<file path="config.mk">
export PLATFORM = sky130hd
export DESIGN_NAME = memory_access
export DESIGN_NICKNAME = d
export VERILOG_FILES = /design/src/rtl/mem_pkg.sv /design/src/rtl/load_formatter.sv /design/src/rtl/memory_access.sv
export SDC_FILE = /design/constraint.sdc
export NUM_CORES = 1
export LEC_CHECK = 0
export CORE_ASPECT_RATIO = 0.8
export CORE_UTILIZATION = 35
export DETAILED_ROUTE_END_ITERATION = 8
export HOLD_SLACK_MARGIN = 0.08
export MAX_ROUTING_LAYER = met4
export PLACE_DENSITY = 0.67
export SYNTH_ARGS = -nofsm -noshare
export SYNTH_HDL_FRONTEND = slang
export SYNTH_HIERARCHICAL = 1
export SYNTH_SLANG_ARGS = --single-unit
export TNS_END_PERCENT = 5
</file>
<file path="constraint.sdc">
create_clock -name clk -period 4.5 [get_ports clk]
set_input_delay 0.45 -clock clk [delete_from_list [all_inputs] [get_ports clk]]
set_output_delay 0.45 -clock clk [all_outputs]
set_load 0.01 [all_outputs]
</file>
<file path="src/rtl/mem_pkg.sv">
// mem_pkg: shared funct3 encodings and FSM state type for the M-stage data-memory interface.
package mem_pkg;
    localparam logic [2:0] F3_B  = 3'b000;
    localparam logic [2:0] F3_H  = 3'b001;
    localparam logic [2:0] F3_W  = 3'b010;
    localparam logic [2:0] F3_BU = 3'b100;
    localparam logic [2:0] F3_HU = 3'b101;
    typedef enum logic [1:0] {IDLE, BUSY, DONE} mem_state_t;
endpackage

</file>
<file path="src/rtl/load_formatter.sv">
// load_formatter: picks the addressed byte/half of a read word and sign- or zero-extends it.
module load_formatter
    import mem_pkg::*;
(
    input  logic [31:0] rdata,
    input  logic [2:0]  funct3,
    input  logic [1:0]  byte_off,
    output logic [31:0] result
);
    logic [15:0] h;
    logic [7:0]  b;
    always_comb begin
        h = byte_off[1] ? rdata[31:16] : rdata[15:0];
        b = byte_off[0] ? h[15:8] : h[7:0];
        result = funct3 == F3_B  ? {{24{b[7]}}, b} :
                 funct3 == F3_BU ? {24'b0, b} :
                 funct3 == F3_H  ? {{16{h[15]}}, h} :
                 funct3 == F3_HU ? {16'b0, h} : rdata;
    end
endmodule

</file>
<file path="src/rtl/memory_access.sv">
// memory_access: RV32I M stage; issues one req/ack data-memory transaction per load/store and
// stalls the pipeline until it completes, flagging misaligned or illegal accesses instead.
module memory_access
    import mem_pkg::*;
#(
    parameter int DATA_WIDTH = 32,
    parameter int ADDR_WIDTH = 32
) (
    input  logic                  clk,
    input  logic                  rst_n,
    input  logic                  valid_m_i,
    input  logic                  mem_read_m_i,
    input  logic                  mem_write_m_i,
    input  logic [2:0]            funct3_m_i,
    input  logic [ADDR_WIDTH-1:0] alu_result_m_i,
    input  logic [DATA_WIDTH-1:0] write_data_m_i,
    output logic                  dmem_req_o,
    output logic                  dmem_we_o,
    output logic [ADDR_WIDTH-1:0] dmem_addr_o,
    output logic [3:0]            dmem_be_o,
    output logic [DATA_WIDTH-1:0] dmem_wdata_o,
    input  logic                  dmem_ack_i,
    input  logic [DATA_WIDTH-1:0] dmem_rdata_i,
    output logic [DATA_WIDTH-1:0] read_data_m_o,
    output logic                  stall_o,
    output logic                  fault_o
);
    mem_state_t state, state_nx;
    logic access, bad, start;
    logic [1:0] off, off_q;
    logic [2:0] f3_q;
    logic we_q;
    logic [3:0] be, be_q;
    logic [DATA_WIDTH-1:0] wdata, wdata_q, fmt;
    logic [ADDR_WIDTH-1:0] addr_q;

    assign off = alu_result_m_i[1:0];

    always_comb begin
        access = valid_m_i & (mem_read_m_i | mem_write_m_i);
        bad = (mem_read_m_i & mem_write_m_i)
            | (funct3_m_i == 3'b011) | (funct3_m_i[2:1] == 2'b11)
            | ((funct3_m_i[1:0] == 2'b01) & off[0])
            | ((funct3_m_i == F3_W) & (off != 2'b00));
        fault_o = (state == IDLE) & access & bad;
        start = (state == IDLE) & access & ~bad;
        be = funct3_m_i[1:0] == 2'b00 ? 4'b0001 << off :
             funct3_m_i[1:0] == 2'b01 ? (off[1] ? 4'b1100 : 4'b0011) : 4'b1111;
        // Stores replicate the right-aligned data into every lane; loads drive zero.
        wdata = !mem_write_m_i ? '0 :
                funct3_m_i[1:0] == 2'b00 ? {4{write_data_m_i[7:0]}} :
                funct3_m_i[1:0] == 2'b01 ? {2{write_data_m_i[15:0]}} : write_data_m_i;
        state_nx = state == IDLE ? (start ? BUSY : IDLE) :
                   state == BUSY ? (dmem_ack_i ? DONE : BUSY) : IDLE;
        stall_o = start | (state == BUSY);
        dmem_req_o = state == BUSY;
        dmem_we_o = dmem_req_o & we_q;
        dmem_addr_o = addr_q;
        dmem_be_o = be_q;
        dmem_wdata_o = wdata_q;
    end

    load_formatter u_fmt (
        .rdata    (dmem_rdata_i),
        .funct3   (f3_q),
        .byte_off (off_q),
        .result   (fmt)
    );

    always_ff @(posedge clk or negedge rst_n) begin
        if (!rst_n) begin
            state <= IDLE;
            addr_q <= '0;
            be_q <= '0;
            wdata_q <= '0;
            we_q <= 1'b0;
            f3_q <= F3_B;
            off_q <= 2'b00;
            read_data_m_o <= '0;
        end else begin
            state <= state_nx;
            if (start) begin
                addr_q <= {alu_result_m_i[ADDR_WIDTH-1:2], 2'b00};
                be_q <= be;
                wdata_q <= wdata;
                we_q <= mem_write_m_i;
                f3_q <= funct3_m_i;
                off_q <= off;
            end
            if (state == BUSY && dmem_ack_i && !we_q)
                read_data_m_o <= fmt;
        end
    end
endmodule

</file>
==> flow_summary_export.csv <==
group,metric,value,unit
sta,hold_viol_final,0,
global_routing,grt_pass1_wl,23.8,mm
power_and_ir_drop,power.density,511,mW/mm^2
synth,ys.flop_type,"dfrtp_1",
power_and_ir_drop,peakVddDrop,0.289,mV
floorplan,core_region_area,0.0146,sq mm
synth,yosysSeqAreaShare,49.7,%
synth,yosys_warnings,6,
global_routing,grt_pass1_vias,4384,
sta,relSlewSlack,28.0,%
power_and_ir_drop,p_total,3.99,mW
sta,rsz0062_at_grt,"no",
sta,skew,0.0124,ns
setup_path,path_class,"in2out",
sta,slew_violations,0,
setup_path,end_kind,"primary output",
finish,area_growth,46.5,%
clock_network,cts_tree,"done",
finish,fin_util,53.6,%
drt,routed_wl,15.0,mm
floorplan,row_count,39,
clock_network,clock_latency,0.35,ns
clock_network,cts_buffers,9,
drt,ant_nets,0,
sta,period_minus_slack,3.09,ns
sta,fin_setup_tns,0,ns
sta,tightestPinTransition,1.08,ns
drt,drc,0,
setup_path,crit_path_start_kind,"primary input",
place,io_buffer_count,206,
synth,synthArstFlopShare,100,%
drt,drt-wirelength-per-cell,17.7,um
drt,drt_pre_antenna_iters,5,
clock_network,root_buffer,"clkbuf_16",
sta,finalSetupViolCount,0,
place,dp_slack,1.42,ns
clock_network,clk_pin_slew,0.08,ns
floorplan,start_util,36.6,%
global_routing,track_usage,20.1,%
sta,max_freq,0.324,GHz
sta,hold_slack,0.106,ns
sta,post-route-period-util,68.6,%
finish,layout.nets,762,
setup_path,arrival,2.64,ns
sta,fin_ws,1.41,ns
place,place.gp.congestion,0.825,
drt,drtIter0Drc,217,
clock_network,post-cts-setup-buffers,0,
floorplan,fp.dieW,140,um
place,dpl.hpwl,11.1,mm
floorplan,io_pins,209,
worst_hold_path,min_path_type,"in2async",
setup_path,required,4.05,ns
synth,synth.avg_cell_area,11.3,sq um
power_and_ir_drop,power.leakage,3.25,nW
synth,synthesis.area,0.00533,sq mm
clock_network,hold_buffers,0,
setup_path,r2r_cells,4,
synth,synth_edf_count,0,
finish,insertedDiodeCount,0,
setup_path,path_max_fanout,55,
drt,vias_per_cell,5.19,
clock_network,h-tree-depth,3,
run,drv_cap,0,
global_routing,overflow,0,
synth,syn_inst,473,
global_routing,antenna_found_initial,0,
clock_network,post_cts_resized,0,
synth,synth_seq_cells,106,
clock_network,clock_path_buffers,2,
synth,synth_cell_types,40,
clock_network,cts.sinks,106,
finish,drive_gt1_share,14.2,%
floorplan,die_y,112,um
status,outcome,"completed",
global_routing,grt_max_degree,58,
drt,vias,4388,
floorplan,die-area,0.0157,sq mm
power breakdown:
group / switching (mW) / internal (mW) / leakage (nW)
combinational: 0.677 / 0.961 / 1.77
clock: 0.382 / 0.503 / 0.163
sequential: 0.195 / 1.27 / 1.32
total: 1.25 / 2.74 / 3.25
layout make-up:
type	instances	area, sq um
clock buffers	9	225
clock inverters	7	115
fillers	1263	6780
inverters	2	7.51
multi-input cells	323	2460
flip-flops and latches	106	2650
well taps	184	230
repair buffers	215	2130
state kept, by name, indices dropped and copies added (netlist names):
register,count
read_data_m_o,32
off_q,2
dmem_wdata_o,32
we_q,1
dmem_be_o,4
state,2
dmem_addr_o,30
f3_q,3
Yosys cell counts, types with 3 or more instances:
master / count / area [sq um]
buf_6: 6 / 67.6
a21oi_1: 3 / 15.0
a221o_1: 8 / 80.1
a21boi_0: 8 / 60.1
a221oi_1: 7 / 61.3
buf_2: 8 / 40.0
dfrtp_1: 106 / 2650
clkbuf_1: 21 / 78.8
nor2b_1: 11 / 68.8
o21ai_0: 43 / 215
a22o_1: 8 / 70.1
nand2_1: 74 / 278
nor2_1: 4 / 15.0
mux2i_1: 15 / 150
o31ai_1: 26 / 195
mux2_2: 57 / 642
mux2_1: 30 / 338
buf_4: 5 / 37.5
o22ai_1: 7 / 43.8
layout by cell type, fill, tap and decap left out, drive strengths merged, types with 4 or more instances in the layout:
| cell | instances |
|---|---|
| dfrtp | 106 |
| inv | 5 |
| nor2 | 4 |
| clkdlybuf4s50 | 205 |
| nand2 | 74 |
| o22ai | 7 |
| clkbuf | 9 |
| o31ai | 26 |
| nor2b | 11 |
| mux2i | 15 |
| a21boi | 8 |
| o21ai | 43 |
| mux2 | 87 |
| a221o | 8 |
| a22o | 8 |
| buf | 10 |
| a221oi | 7 |
path summary, 6_finish.rpt:
check / from / end / slack [ns]
setup / recovery: funct3_m_i[0] / stall_o / 1.41
hold / removal: rst_n / dmem_addr_o[4]$_DFFE_PN0P_ / 0.11
setup reg to reg: state[1]$_DFF_PN0_ / read_data_m_o[12]$_DFFE_PN0P_ / 2.32
hold reg to reg: dmem_addr_o[7]$_DFFE_PN0P_ / dmem_addr_o[7]$_DFFE_PN0P_ / 0.49
max in group asynchronous: rst_n / dmem_wdata_o[27]$_DFFE_PN0P_ / 3.20
min in group clk: dmem_addr_o[7]$_DFFE_PN0P_ / dmem_addr_o[7]$_DFFE_PN0P_ / 0.49
logic make-up (layout without fill, tap and decap cells):
group           count (synthesis)  count (layout)  share of synthesized area [%]
simple gates                  101             101                           8.40
flops                         106             106                           49.7
compound gates                117             117                           15.5
mux                           103             103                           21.6
buf+inv                        45             233                           4.74
other cells                     1               2                         0.0703
metal layers:
metal / track usage (%) / vias to the layer above / share of wire (%)
met1: 25.9 / 2110 / 45
met4: 7.25 / 0 / 2.3
met3: 4.95 / 23 / 6.4
met2: 30.6 / 180 / 46
met5: - / - / 0
li1: - / 2075 / -
worst max-delay path, cell delays in order:
cell	delay, ns
clkdlybuf4s50_1	0.40
buf_4	0.22
o41ai_2	0.39
nand3_2	0.11
buf_4	0.29
nor2_4	0.14
or2_2	0.11
clkdlybuf4s50_1	0.53
metrics by stage:
step                instance area (sq um)  instances
floorplan                            5340        474
global placement                     7470        830
detailed placement                   7470        830
CTS                                  7810        846
global route                         7810        846
finish                               7810        846
Power figures use the tool's default switching activity.
